**config.mk**
```make
export PLATFORM = sky130hd
export DESIGN_NAME = regfile_mp
export DESIGN_NICKNAME = d
export VERILOG_FILES = /design/src/rtl/regfile_mp.sv
export SDC_FILE = /design/constraint.sdc
export NUM_CORES = 2
export LEC_CHECK = 0
export CORE_UTILIZATION = 30
export DETAILED_ROUTE_END_ITERATION = 8
export GPL_ROUTABILITY_DRIVEN = 1
export SYNTH_ARGS = -nofsm -noshare
export SYNTH_HDL_FRONTEND = slang
export SYNTH_SLANG_ARGS = --single-unit
```
**constraint.sdc**
```tcl
create_clock -name clk -period 8.05 [get_ports clk]
set_clock_uncertainty 0.05 [all_clocks]
set_input_delay 2.0125 -clock clk [delete_from_list [all_inputs] [get_ports clk]]
set_output_delay 2.0125 -clock clk [all_outputs]
set_load 0.1 [all_outputs]
```
**src/rtl/regfile_mp.sv**
```systemverilog
// regfile_mp: multi-read, dual-write register file with hardwired R0 and post-reset clear engine (optional REGFILE_BYPASS_EN write-through)
module regfile_mp #(
  parameter int DATA_W   = 32,
  parameter int ADDR_W   = 5,
  parameter int NUM_READ = 2
) (
  input  logic                       clk,
  input  logic                       reset,
  input  logic [NUM_READ*ADDR_W-1:0] readReg,
  output logic [NUM_READ*DATA_W-1:0] readData,
  input  logic [ADDR_W-1:0]          writeReg0,
  input  logic [DATA_W-1:0]          writeData0,
  input  logic                       regWrite0,
  input  logic [ADDR_W-1:0]          writeReg1,
  input  logic [DATA_W-1:0]          writeData1,
  input  logic                       regWrite1,
  output logic                       ready
);
  localparam int DEPTH = 2**ADDR_W;
  localparam logic [0:0] CLEAR = 1'b0;
  localparam logic [0:0] RUN   = 1'b1;
  logic [0:0]        r_state;
  logic [ADDR_W-1:0] r_idx;
  logic [DATA_W-1:0] r_mem [DEPTH];
  always_ff @(posedge clk) begin
    if (reset) begin
      r_state <= CLEAR;
      r_idx   <= ADDR_W'(1);
    end else if (r_state == CLEAR) begin
      r_idx <= r_idx + 1'b1;
      if (&r_idx) r_state <= RUN;
    end
  end
  always_ff @(posedge clk) begin
    if (!reset) begin
      if (r_state == CLEAR) r_mem[r_idx] <= '0;
      else begin
        if (regWrite0 && writeReg0 != '0) r_mem[writeReg0] <= writeData0;
        if (regWrite1 && writeReg1 != '0) r_mem[writeReg1] <= writeData1;
      end
    end
  end
  assign ready = (r_state == RUN);
  for (genvar g = 0; g < NUM_READ; g++) begin : g_rd
    logic [ADDR_W-1:0] w_a;
    assign w_a = readReg[g*ADDR_W +: ADDR_W];
`ifdef REGFILE_BYPASS_EN
    assign readData[g*DATA_W +: DATA_W] = (!ready || w_a == '0) ? '0 :
                                          (regWrite1 && writeReg1 == w_a) ? writeData1 :
                                          (regWrite0 && writeReg0 == w_a) ? writeData0 : r_mem[w_a];
`else
    assign readData[g*DATA_W +: DATA_W] = (!ready || w_a == '0) ? '0 : r_mem[w_a];
`endif
  end
endmodule
```
==> impl_metrics.yaml <==
outcome:
  outcome: "complete, but fails checks"
  failed_checks: "max-capacitance violations"
clock_tree:
  clk_pin_slew_ps: 60
  cts_root_buf: "clkbuf_16"
  cts_tree: "built"
  clock_sinks: 1030
  insertion_delay_ps: 770
  cts_resized: 0
  cts_setup_buffers: 0
  numCtsBuffers: 111
  clk_path_buf_depth: 3
  cts.htree.levels: 3
  ctsHoldBuffers: 0
detailed_routing:
  routed_wl_mm: 247.8
  postRouteAntennaNets: 0
  num_vias: 42470
  vias_per_cell: 6.168
  route.detailed.drc: 0
  drtPass1Iterations: 6
  routedWlPerCell_um: 35.99
  initialDrtViolationCount: 6330
synth:
  post-synth-top-count-cell: "edfxtp_1"
  synth_edf_count: 1024
  synth_top_area_share_pct: 50.13
  synth_commonest_cells: "edfxtp_1 (1024), mux2_2 (992), mux2i_1 (522)"
  synthArstFlopShare_pct: 0
  synth_xor_area_share_pct: 0.04283
  avgSynthCellArea_sq_um: 14.54
  yosysWarningCount: 0
  synth_cell_type_count: 50
  synth_ff_type: "edfxtp_1"
  synthCells: 4219
  synth-seq-area-share_pct: 50.32
  synth_seq_cells: 1030
  yosys.area_share.simple_pct: 4.012
  synth_compound_area_share_pct: 5.028
  synthTopCellsByArea: "edfxtp_1 (50%), mux2_2 (18%), mux4_2 (9.3%)"
  synthAdderAreaFrac_pct: 0.04079
  synth_nets: 4309
  synth_top_family_by_area: "multiplexers"
  synthMuxAreaShare_pct: 35.98
  syn-cell-area_sq_mm: 0.06134
  synth_largest_area_cell: "edfxtp_1"
global_route:
  track_usage_pct: 23.39
  grt_max_degree: 81
  antenna_found_initial: 21
  grt_pass1_vias: 41400
  grt-ovfl-total: 0
  grt_pass1_wl_mm: 337.2
sta:
  setup_viol: 0
  drv_slew: 0
  fin_crit_ps: 7162
  grt_setup_unrepaired: "false"
  hold_viol: 0
  finalSetupTns_ps: 0
  tightest_slew_ps: 1483
  slew-limit-headroom_pct: 0.8771
  clock.fmax_mhz: 139.6
  finalCritPeriodShare_pct: 88.97
  timing.hold.ws_ps: 565.8
die:
  num_rows: 165
  die_y_um: 454.2
  dieWidth_um: 454.2
  io-pin-count: 153
  start_util_pct: 30.26
  core_sq_mm: 0.2027
  die-area_sq_mm: 0.2063
pwr:
  combPwrFrac_pct: 7.2
  irDropWorstVdd_mv: 0.1511
  pwr-share-seq_pct: 48.7
  clkPwrFrac_pct: 44.1
  leakage_nw: 24.22
  switchingPower_w: 0.002874
  pwr_density_cell_mw_per_mm2: 173.3
  p_sw_share_pct: 23.73
  p_int_w: 0.009236
place:
  hpwl_mm: 143.9
  gp_congestion: 0.8801
  place_area_sq_mm: 0.06621
  dp.cells: 6677
  portBuffers: 152
worst_setup_path:
  crit_family: "simple AND/OR/NAND/NOR gates"
  cp_cell_sequence: "clkdlybuf4s50_1 > nor4bb_4 > buf_4 > a22o_1 > a31oi_1 > nand4_1 > buf_12"
  worst_r2r_startpoint: "ready"
  start_kind: "primary input"
  critPathMaxStageDelay_ps: 1190
  cpMaxStageDelayCell: "nor4bb_4"
  ff2ff_setup_slack_ps: 3010
  crit_cells: 7
  criticalPathCategory: "in2out"
  end_kind: "output port"
  reg2reg_depth: 6
  critPathArrivalTime_ps: 5100
  path_max_fanout: 8
  r2r_end: "r_mem[4][2]"
  cp-startpoint: "readReg[8]"
  critPathRequiredTime_ps: 5990
  cp_num_buf_inv: 3
hold_path:
  min_to: "r_idx[1]"
  hold_start: "r_idx[1]"
  hold_depth: 2
  min_path_type: "reg2reg"
cells_and_area:
  fillCellCount: 19510
  drive_gt1_share_pct: 42.04
  finalNetCount: 4208
  fin_area_sq_mm: 0.06988
  layout.cells.non_filler: 6885
  syn_to_final_growth_pct: 13.91
  multiInputGateArea_sq_mm: 0.02843
  regArea_sq_mm: 0.03087
run:
  cap_violations: 1
sequential cells by signal (all words and copies together), names as in the netlist:
name / cells
r_idx: 5
r_mem: 1024
ready: 1
routing by layer:
metal  share of wire, %  global-route usage (%)
met1                 37                   29.66
met2                 45                   36.69
met3                 11                   5.248
met4                6.5                   13.32
met5              0.064                       0
cell usage in the layout (no fill, tap or decap), drive strengths merged, types with 10 or more instances in the layout:
cell              n
bufinv           15
edfxtp         1024
mux2i           522
buf             236
mux4            252
clkdlybuf4s50    82
a31oi            44
and3             26
mux2            992
nor2b            12
a22o             42
a22oi           249
clkinv           35
nor2             35
nand3           145
o21ai            18
nand2            85
o22ai            10
a21oi            56
clkbuf          142
and2             41
nand4            67
worst max path at each step:
stage | endpoint
CTS | readData[47]
finish | readData[47]
floorplan | readData[30]
global route | readData[47]
global placement | readData[34]
detailed placement | readData[47]
final cells by class:
type	instances	area share, %
sequential	1030	44.18
multi-input combinational	2655	40.69
timing repair buffer	319	5.091
tap	2672	4.785
clock buffer	141	4.197
clock inverter	62	1.033
antenna	5	0.01791
inverter	1	0.005372
worst register-to-register path, cell delays in order, from the launching register on:
cell     delay [ps]
dfxtp_1         680
buf_4           390
and3b_1         510
o31a_4          860
o22ai_2         620
o21ai_4         840
buf_4           630
cells by family after synthesis:
kind of cell	Yosys count
AO/OA/AOI/OAI	435
XOR/XNOR	3
adder cells (fa/ha/maj)	2
buffers and inverters	534
flip-flops	1030
multiplexers	1766
AND/OR/NAND/NOR	449
stage by stage:
step | util, % | worst slack, ps | total power, W
after floorplan | - | 1585 | 0.006504
after global placement | 32.66 | 1077 | 0.006854
after detailed placement | 32.66 | 1037 | 0.006862
after CTS | 34.46 | 1037 | 0.01213
after global routing | 34.47 | 934.8 | 0.01233
final | 34.47 | 888.3 | 0.01211
power groups by stage:
stage / registers (W) / logic, W / clock network, W
after global placement: 0.00601 / 0.000843 / 0
after floorplan: 0.00600 / 0.000500 / 0
after CTS: 0.00590 / 0.000850 / 0.00538
after detailed placement: 0.00601 / 0.000849 / 0
after global routing: 0.00590 / 0.000884 / 0.00555
final: 0.00590 / 0.000867 / 0.00534
(Power assumes the default switching activity.)
